`src/rtl/rng_uart_pkg.sv`:
```
// Shared types and constants for the random-word UART drain.
package rng_uart_pkg;

    typedef enum logic [2:0] {
        IDLE,
        POP,
        LATCH,
        HDR,
        SEND
    } drain_state_t;

    localparam logic [7:0] HDR_BYTE       = 8'hA5;
    localparam int         BYTES_PER_WORD = 8;
    localparam int         FRAME_BITS     = 10;

endpackage

```
`src/rtl/uart_byte_tx.sv`:
```
// 8N1 byte serialiser. A start accepted on the same edge as done chains the
// next frame with no idle gap; done is combinational and marks the final stop-bit cycle.
module uart_byte_tx
    import rng_uart_pkg::*;
#(
    parameter int CLKS_PER_BIT = 868
) (
    input  logic       clk,
    input  logic       rst,
    input  logic       start,
    input  logic [7:0] data,
    output logic       tx,
    output logic       done
);

    localparam int CNT_W = (CLKS_PER_BIT > 1) ? $clog2(CLKS_PER_BIT) : 1;
    localparam logic [CNT_W-1:0] CNT_MAX = CNT_W'(CLKS_PER_BIT - 1);
    localparam logic [3:0] LAST_BIT = 4'(FRAME_BITS - 1);

    logic                  active;
    logic [CNT_W-1:0]      clk_cnt;
    logic [3:0]            bit_idx;
    logic [FRAME_BITS-1:0] frame;
    logic                  bit_end;
    logic                  load;

    assign bit_end = active && (clk_cnt == CNT_MAX);
    assign done    = bit_end && (bit_idx == LAST_BIT);
    assign load    = start && (!active || done);

    always_ff @(posedge clk or posedge rst) begin
        if (rst) begin
            active  <= 1'b0;
            clk_cnt <= '0;
            bit_idx <= '0;
            tx      <= 1'b1;
        end else if (load) begin
            active  <= 1'b1;
            clk_cnt <= '0;
            bit_idx <= '0;
            tx      <= 1'b0;
        end else if (bit_end) begin
            clk_cnt <= '0;
            if (done) begin
                active <= 1'b0;
                tx     <= 1'b1;
            end else begin
                bit_idx <= bit_idx + 4'd1;
                tx      <= frame[1];
            end
        end else if (active) begin
            clk_cnt <= clk_cnt + 1'b1;
        end
    end

    // Frame shifter: bit 0 is always the bit currently on the line.
    always_ff @(posedge clk) begin
        if (load) begin
            frame <= {1'b1, data, 1'b0};
        end else if (bit_end) begin
            frame <= frame >> 1;
        end
    end

endmodule

```
`src/rtl/rng_uart_drain.sv`:
```
// Pops 64-bit words from the entropy FIFO and sends them LSB byte first as UART 8N1.
// Optional sync-byte prefix (0xA5) enabled by defining RNG_UART_HDR_EN.
module rng_uart_drain
    import rng_uart_pkg::*;
#(
    parameter int CLKS_PER_BIT = 868
) (
    input  logic        clk,
    input  logic        rst,
    input  logic        en,
    input  logic        fifo_empty,
    output logic        fifo_rd_en,
    input  logic [63:0] fifo_dout,
    output logic        tx,
    output logic        busy,
    output logic [15:0] word_cnt
);

    localparam logic [2:0] LAST_BYTE = 3'(BYTES_PER_WORD - 1);

    drain_state_t state;
    logic [63:0]  sr;
    logic [2:0]   byte_idx;
    logic         start;
    logic [7:0]   data;
    logic         done;

    // Next frame is launched on the edge the previous one finishes, so bytes run back-to-back.
    always_comb begin
        start = 1'b0;
        data  = sr[7:0];
        case (state)
            LATCH: begin
                start = 1'b1;
`ifdef RNG_UART_HDR_EN
                data  = HDR_BYTE;
`else
                data  = fifo_dout[7:0];
`endif
            end
            HDR: begin
                start = done;
                data  = sr[7:0];
            end
            SEND: begin
                start = done && (byte_idx != LAST_BYTE);
                data  = sr[15:8];
            end
            default: ;
        endcase
    end

    always_ff @(posedge clk) begin
        if (state == LATCH) begin
            sr <= fifo_dout;
        end else if (state == SEND && done) begin
            sr <= sr >> 8;
        end
    end

    always_ff @(posedge clk or posedge rst) begin
        if (rst) begin
            state      <= IDLE;
            fifo_rd_en <= 1'b0;
            busy       <= 1'b0;
            word_cnt   <= '0;
            byte_idx   <= '0;
        end else begin
            case (state)
                IDLE: begin
                    if (en && !fifo_empty) begin
                        state      <= POP;
                        fifo_rd_en <= 1'b1;
                        busy       <= 1'b1;
                    end
                end
                POP: begin
                    fifo_rd_en <= 1'b0;
                    state      <= LATCH;
                end
                LATCH: begin
                    byte_idx <= '0;
`ifdef RNG_UART_HDR_EN
                    state    <= HDR;
`else
                    state    <= SEND;
`endif
                end
                HDR: begin
                    if (done) state <= SEND;
                end
                SEND: begin
                    if (done) begin
                        if (byte_idx == LAST_BYTE) begin
                            state    <= IDLE;
                            busy     <= 1'b0;
                            word_cnt <= word_cnt + 16'd1;
                        end else begin
                            byte_idx <= byte_idx + 3'd1;
                        end
                    end
                end
                default: begin
                    state      <= IDLE;
                    fifo_rd_en <= 1'b0;
                    busy       <= 1'b0;
                end
            endcase
        end
    end

    uart_byte_tx #(
        .CLKS_PER_BIT(CLKS_PER_BIT)
    ) u_byte_tx (
        .clk  (clk),
        .rst  (rst),
        .start(start),
        .data (data),
        .tx   (tx),
        .done (done)
    );

endmodule

```
`config.mk`:
```
export PLATFORM = sky130hd
export DESIGN_NAME = rng_uart_drain
export DESIGN_NICKNAME = d
export VERILOG_FILES = /design/src/rtl/rng_uart_pkg.sv /design/src/rtl/uart_byte_tx.sv /design/src/rtl/rng_uart_drain.sv
export SDC_FILE = /design/constraint.sdc
export NUM_CORES = 1
export LEC_CHECK = 0
export CAP_MARGIN = 0
export CORE_UTILIZATION = 50
export DETAILED_ROUTE_END_ITERATION = 16
export PLACE_DENSITY = 0.76
export SYNTH_ARGS = -nofsm -noshare
export SYNTH_HDL_FRONTEND = slang
export SYNTH_SLANG_ARGS = --single-unit
```
`constraint.sdc`:
```
create_clock -name clk -period 17.5 [get_ports clk]
set_input_delay 3.5 -clock clk [delete_from_list [all_inputs] [get_ports clk]]
set_output_delay 3.5 -clock clk [all_outputs]
set_load 0.01 [all_outputs]
```
==> flow_summary.json, run 1 <==
{
  "hold_path_depth": 2,
  "tritoncts": "done",
  "drt_drc_violations_left": 0,
  "mappedNetlistNets": 583,
  "diodes": 0,
  "grt_pass1_wl_um": 17400,
  "synth_mux_area_frac": 0.0192,
  "grt_start_max_net_pins": 74,
  "number_of_global_route_vias_before_repair": 3760,
  "synthesis.yosys.warnings": 0,
  "dpl.hpwl_um": 6590,
  "io_pins": 87,
  "arrival_ns": 1.55,
  "row_count": 37,
  "clkSlewWorstSetupHoldPaths_ns": 0.05,
  "setup_total_negative_slack_ns": 0,
  "ys.flop_type": "sky130_fd_sc_hd__edfxtp_1",
  "min-delay-start": "u_byte_tx.frame[9]",
  "area_delta_synth_final_pct": 28.6,
  "cts-buffers-inserted": 17,
  "sink_count": 113,
  "worst_skew_pair.late_latency_ns": 0.51,
  "worst-r2r-cell-count": 5,
  "grt.total_usage": 0.203,
  "final_nets": 667,
  "layout_worst_path_cycle_share": 0.289,
  "synth_simple_gate_area_frac": 0.244,
  "reg2reg_slack_ns": 14.73,
  "post_synth_instance_area_sq_um": 5280,
  "ys_async_sr_fraction": 0.354,
  "timing.critical_path.slowest_cell_delay_ns": 0.53,
  "irDropWorstVdd_mv": 0.0550,
  "whs_ns": 0.462,
  "via_per_inst": 5.18,
  "synth_enable_flop_cells": 72,
  "fin_skew_ns": 0.00763,
  "routabilityCongestion": 0.778,
  "setup_viol": 0,
  "power-per-cell-area_nw_per_um2": 92.5,
  "post_route_cells_drive_above_1_share": 0.0726,
  "worst_slew_pin_slew_ns": 0.857,
  "cell_family_with_most_cp_delay": "flip-flops",
  "worst_setup_path_start_kind": "flip-flop",
  "layout.cells.non_filler": 742,
  "die_height_um": 105,
  "effective_utilization_at_floorplan": 0.514,
  "cts.htree.levels": 4,
  "buffer_ports.inserted": 86,
  "fp.dieArea_sq_um": 11000,
  "most_frequent_cells_in_the_layout": "196 x sky130_fd_sc_hd__nand2_1, 86 x sky130_fd_sc_hd__clkdlybuf4s50_1, 72 x sky130_fd_sc_hd__edfxtp_1",
  "rsz_0062_raised_after_global_routing": "false",
  "seq_cells_post_synth": 113,
  "antenna_found_initial": 0,
  "cp_data_required_time_ns": 14.00,
  "cpMaxStageDelayCell": "sky130_fd_sc_hd__dfstp_2",
  "synth_seq_area_share": 0.603,
  "drv_cap": 0,
  "crit_chain": "clkdlybuf4s50_1",
  "power_leakage_nw": 2.78,
  "finalCoreUtilization": 0.661,
  "cts_buffer_depth": 2,
  "combinational_family_with_the_most_area_after_synthesis": "simple AND/OR/NAND/NOR gates",
  "gr-total-overflow": 0,
  "post_synth_inst_count": 509,
  "maxSlewViolCount": 0,
  "drtAntennaViolNets": 0,
  "rr_startpoint": "u_byte_tx.clk_cnt[0]",
  "num-fill-cells": 822,
  "post-route-min-period_ns": 5.05,
  "dr.first_iter.drc_count": 160,
  "root_buffer": "sky130_fd_sc_hd__clkbuf_8",
  "drt_first_pass_iters": 4,
  "placeableCoreArea_sq_um": 10300,
  "type_of_the_worst_setup_path": "flip-flop to output pin",
  "post_cts.resized_instances": 0,
  "most_common_cell_after_layout_fill_and_taps_aside": "sky130_fd_sc_hd__nand2_1",
  "timing.max_slew.rel_slack": 0.427,
  "worstHoldEndpoint": "u_byte_tx.frame[9]",
  "cp_max_fo": 2,
  "worst_setup_path_end_kind": "output pin",
  "post-cts-setup-buffer-count": 0,
  "finalHoldViolations": 0,
  "synth_area_in_compound_gates": 0.0460,
  "yosys.area_share.adder": 0.0142,
  "drt_wl_total_um": 10300,
  "max_freq_mhz": 198,
  "vias": 3841,
  "avgRoutedWirePerCell_um": 13.9,
  "numPlacedInstances": 710,
  "hold_class": "flip-flop to flip-flop",
  "synth-xor-area-share": 0.0431,
  "netlist-cell-type-count": 49,
  "crit-reg2reg-capture": "u_byte_tx.frame[4]",
  "run_status": "complete, no violations",
  "number_of_buffers_added_to_fix_hold_violations_after_cts": 0,
  "syn_area_per_cell_sq_um": 10.4,
  "fp.dieW_um": 105,
  "critPathBufInv": 1
}
-- flip-flops by register name, summed over array words and instances, names as in the netlist --
register           cells
word_cnt              16
fifo_rd_en             1
busy                   1
sr                    64
u_byte_tx.frame        9
byte_idx               3
state                  3
u_byte_tx.bit_idx      4
u_byte_tx.active       1
u_byte_tx.tx           1
u_byte_tx.clk_cnt     10
-- layout make-up --
class,instances,area [sq um],area share
inverter,5,18.8,0.00276
clock inverter,13,144,0.0212
timing repair buffer,91,898,0.132
tap,136,170,0.0251
clock buffer,19,422,0.0621
multi-input combinational,365,1950,0.288
sequential,113,3180,0.469
-- logic make-up after synthesis --
| kind of cell | after synthesis |
|---|---|
| buf+inv | 31 |
| simple gates | 287 |
| mux | 10 |
| flops | 113 |
| xor+xnor | 26 |
| fa+ha+maj | 6 |
| compound gates | 36 |
-- Yosys cell counts, types with 2 or more instances --
cell                         n  area share
sky130_fd_sc_hd__a211oi_1    2      0.0028
sky130_fd_sc_hd__a21oi_1    14       0.013
sky130_fd_sc_hd__a221o_1     2      0.0038
sky130_fd_sc_hd__a22o_1      8       0.013
sky130_fd_sc_hd__and2_1     11       0.013
sky130_fd_sc_hd__and3_1      6      0.0071
sky130_fd_sc_hd__and4_1      2      0.0033
sky130_fd_sc_hd__buf_2       9      0.0085
sky130_fd_sc_hd__buf_4       3      0.0043
sky130_fd_sc_hd__buf_6       3      0.0064
sky130_fd_sc_hd__clkbuf_1   11      0.0078
sky130_fd_sc_hd__dfrtp_1    39        0.18
sky130_fd_sc_hd__edfxtp_1   72        0.41
sky130_fd_sc_hd__ha_1        6       0.014
sky130_fd_sc_hd__inv_1       5      0.0036
sky130_fd_sc_hd__mux2i_1     9       0.017
sky130_fd_sc_hd__nand2_1   196        0.14
sky130_fd_sc_hd__nand3_1    16       0.015
sky130_fd_sc_hd__nand4_1    10       0.012
sky130_fd_sc_hd__nor2_1     22       0.016
sky130_fd_sc_hd__nor2b_1     4      0.0047
sky130_fd_sc_hd__nor3_1      4      0.0038
sky130_fd_sc_hd__o21ai_0     4      0.0038
sky130_fd_sc_hd__or3b_1      2      0.0033
sky130_fd_sc_hd__xnor2_1    22       0.036
sky130_fd_sc_hd__xor2_1      4      0.0066
-- worst max path at each step --
stage / endpoint / slack (ns) / depth (start not counted) / start
final: tx / 12.45 / 1 / u_byte_tx.tx
after CTS: tx / 12.41 / 1 / u_byte_tx.tx
after global placement: u_byte_tx.frame[8] / 12.86 / 4 / fifo_dout[7]
after detailed placement: u_byte_tx.frame[4] / 12.85 / 4 / fifo_dout[3]
after global routing: word_cnt[7] / 12.39 / 1 / word_cnt[7]
after floorplan: sr[0] / 11.35 / 4 / u_byte_tx.clk_cnt[0]
-- report_power, final --
| group | switching [mW] | total [mW] | internal (mW) |
|---|---|---|---|
| clock network | 0.114 | 0.328 | 0.214 |
| logic | 0.00432 | 0.0177 | 0.0134 |
| registers | 0 | 0.282 | 0.282 |
-- stage by stage --
stage	instance area (sq um)	setup slack [ns]	total power, mW
final	6790	12.45	0.628
after global routing	6790	12.39	0.645
after CTS	6790	12.41	0.634
after detailed placement	6220	12.85	0.305
after global placement	6220	12.86	0.305
after floorplan	5280	11.35	0.289
-- metal layers --
metal / up-vias / part of all wire / global-route usage
met2: 103 / 0.50 / 0.334
met1: 1826 / 0.43 / 0.252
met5: - / 0 / 0
met4: 0 / 0.0095 / 0.0654
li1: 1901 / - / -
met3: 11 / 0.060 / 0.0674
Power figures use the tool's default switching activity.
==> run 2: changes to the inputs <==
- CORE_UTILIZATION: 50 -> 48
- clock period: 17.5 -> 4.55 ns (I/O delays scaled with it)
==> run 2 against run 1 <==
Count of clock-buffer cells in the layout rose by 9. Power rose to 3.8 times the previous value. Largest cell class unchanged. Non-clock buffer count fell by 1. Combinational power rose to 3.9 times the previous value. Register-to-register slack got worse by 13 ns. Sequential cell count did not move. Critical path type is now flip-flop to flip-flop. Via count rose by 0.55%. Largest power group unchanged. First-iteration DRC count rose by 10%. Wire length rose by 3.9%.
==> flow_summary.json, run 2 (synthesized netlist as in run 1, its figures left out) <==
{
  "hold_class": "flip-flop to flip-flop",
  "setup_viol": 0,
  "grt.total_usage": 0.203,
  "grt_start_max_net_pins": 60,
  "fp.dieW_um": 107,
  "hold_path_depth": 2,
  "num-fill-cells": 804,
  "finalHoldViolations": 0,
  "root_buffer": "sky130_fd_sc_hd__clkbuf_8",
  "min-delay-start": "u_byte_tx.frame[9]",
  "dr.first_iter.drc_count": 176,
  "worst_slew_pin_slew_ns": 1.20,
  "final_nets": 666,
  "drt_wl_total_um": 10700,
  "worst_setup_path_end_kind": "flip-flop",
  "drtAntennaViolNets": 0,
  "maxSlewViolCount": 0,
  "sequential_cell_area_sq_um": 3180,
  "placeableCoreArea_sq_um": 10500,
  "setup_total_negative_slack_ns": 0,
  "cp_data_required_time_ns": 4.68,
  "layout_worst_path_cycle_share": 0.636,
  "run_status": "complete, no violations",
  "grt_pass1_wl_um": 17900,
  "diodes": 0,
  "rsz_0062_raised_after_global_routing": "false",
  "worstHoldEndpoint": "u_byte_tx.frame[9]",
  "row_count": 37,
  "drv_cap": 0,
  "crit-reg2reg-capture": "sr[62]",
  "irDropWorstVdd_mv": 0.262,
  "buffer_ports.inserted": 86,
  "most_frequent_cells_in_the_layout": "196 x sky130_fd_sc_hd__nand2_1, 86 x sky130_fd_sc_hd__clkdlybuf4s50_1, 72 x sky130_fd_sc_hd__edfxtp_1",
  "post_cts.resized_instances": 0,
  "type_of_the_worst_setup_path": "flip-flop to flip-flop",
  "rr_startpoint": "u_byte_tx.clk_cnt[0]",
  "worst_setup_path_start_kind": "flip-flop",
  "cts-buffers-inserted": 17,
  "drt_first_pass_iters": 4,
  "worst-r2r-cell-count": 5,
  "gr-total-overflow": 0,
  "fp.dieArea_sq_um": 11400,
  "power_leakage_nw": 2.78,
  "post-cts-setup-buffer-count": 0,
  "largest_registers": "sr x64, word_cnt x16, u_byte_tx.clk_cnt x10",
  "worst_skew_pair.late_latency_ns": 0.50,
  "most_common_cell_after_layout_fill_and_taps_aside": "sky130_fd_sc_hd__nand2_1",
  "max_freq_mhz": 346,
  "cp_max_fo": 43,
  "timing.max_slew.rel_slack": 0.198,
  "via_per_inst": 5.21,
  "largest_register_ff_count": 64,
  "sink_count": 113,
  "reg2reg_slack_ns": 1.66,
  "vias": 3862,
  "routabilityCongestion": 0.821,
  "arrival_ns": 3.03,
  "avgRoutedWirePerCell_um": 14.5,
  "fin_skew_ns": 0.00846,
  "post-route-min-period_ns": 2.89,
  "dpl.hpwl_um": 7210,
  "clkSlewWorstSetupHoldPaths_ns": 0.06,
  "antenna_found_initial": 0,
  "io_pins": 87,
  "effective_utilization_at_floorplan": 0.503,
  "regMostFlops": "sr",
  "multi_input_gate_area_sq_um": 1950,
  "number_of_global_route_vias_before_repair": 3839,
  "cts.htree.levels": 4,
  "die_height_um": 107,
  "power-per-cell-area_nw_per_um2": 349,
  "post_route_cells_drive_above_1_share": 0.0678,
  "drt_drc_violations_left": 0,
  "area_delta_synth_final_pct": 28.3,
  "cts_buffer_depth": 2,
  "finalCoreUtilization": 0.645,
  "tritoncts": "done",
  "number_of_buffers_added_to_fix_hold_violations_after_cts": 0
}
[run 2: cell types whose count changed in the layout (fill, tap and decap cells not counted)]
| cell | previous run | this run |
|---|---|---|
| sky130_fd_sc_hd__clkbuf_8 | 1 | 5 |
| sky130_fd_sc_hd__bufinv_16 | 3 | 0 |
| sky130_fd_sc_hd__clkbuf_1 | 2 | 5 |
| sky130_fd_sc_hd__clkinv_2 | 7 | 4 |
| sky130_fd_sc_hd__clkbuf_16 | 16 | 18 |
| sky130_fd_sc_hd__clkinvlp_4 | 2 | 0 |
| sky130_fd_sc_hd__buf_4 | 5 | 4 |
| sky130_fd_sc_hd__clkinv_1 | 1 | 0 |
[run 2: critical path, cell delays in order (launching register included)]
cell	delay, ns
sky130_fd_sc_hd__dfrtp_1	0.41
sky130_fd_sc_hd__ha_1	0.22
sky130_fd_sc_hd__and4bb_4	0.29
sky130_fd_sc_hd__nand4_1	0.31
sky130_fd_sc_hd__o21ai_4	0.68
sky130_fd_sc_hd__buf_4	0.58
[run 2: cell type report]
class | instances | share of cell area
timing repair buffer | 90 | 0.131
clock inverter | 4 | 0.00295
inverter | 5 | 0.00277
tap | 136 | 0.0251
multi-input combinational | 365 | 0.288
sequential | 113 | 0.470
clock buffer | 28 | 0.0794
[run 2: worst max-delay path by stage]
stage                               startpoint     end  cells after the start
after floorplan           u_byte_tx.clk_cnt[0]   sr[0]                      4
after global placement                state[0]  sr[62]                      3
after detailed placement              state[0]  sr[52]                      3
after CTS                             state[0]  sr[61]                      3
after global routing      u_byte_tx.clk_cnt[0]  sr[61]                      5
final                     u_byte_tx.clk_cnt[0]  sr[62]                      5
[run 2: routing by layer]
layer,GRT usage,part of all wire,wire length [um]
met2,0.332,0.50,5410
met1,0.264,0.44,4680
met5,0,0,0
met3,0.0547,0.049,522
met4,0.0665,0.012,125
[run 2: through the flow]
| step | setup WS (ns) | power, mW | std cells | area, sq um | hold slack (ns) |
|---|---|---|---|---|---|
| after CTS | 1.65 | 2.38 | 741 | 6780 | 0.481 |
| final | 1.66 | 2.36 | 741 | 6780 | 0.473 |
| after detailed placement | 1.65 | 1.17 | 709 | 6220 | 0.473 |
| after floorplan | 0.129 | 1.11 | 509 | 5280 | 0.439 |
| after global routing | 1.43 | 2.44 | 741 | 6780 | 0.499 |
| after global placement | 1.70 | 1.17 | 709 | 6220 | 0.447 |
[run 2: where the power goes]
group | switching (mW) | internal [mW] | leakage (nW)
clock | 0.423 | 0.788 | 0.279
sequential | 0 | 1.08 | 1.18
combinational | 0.0177 | 0.0514 | 1.32
total | 0.441 | 1.92 | 2.78
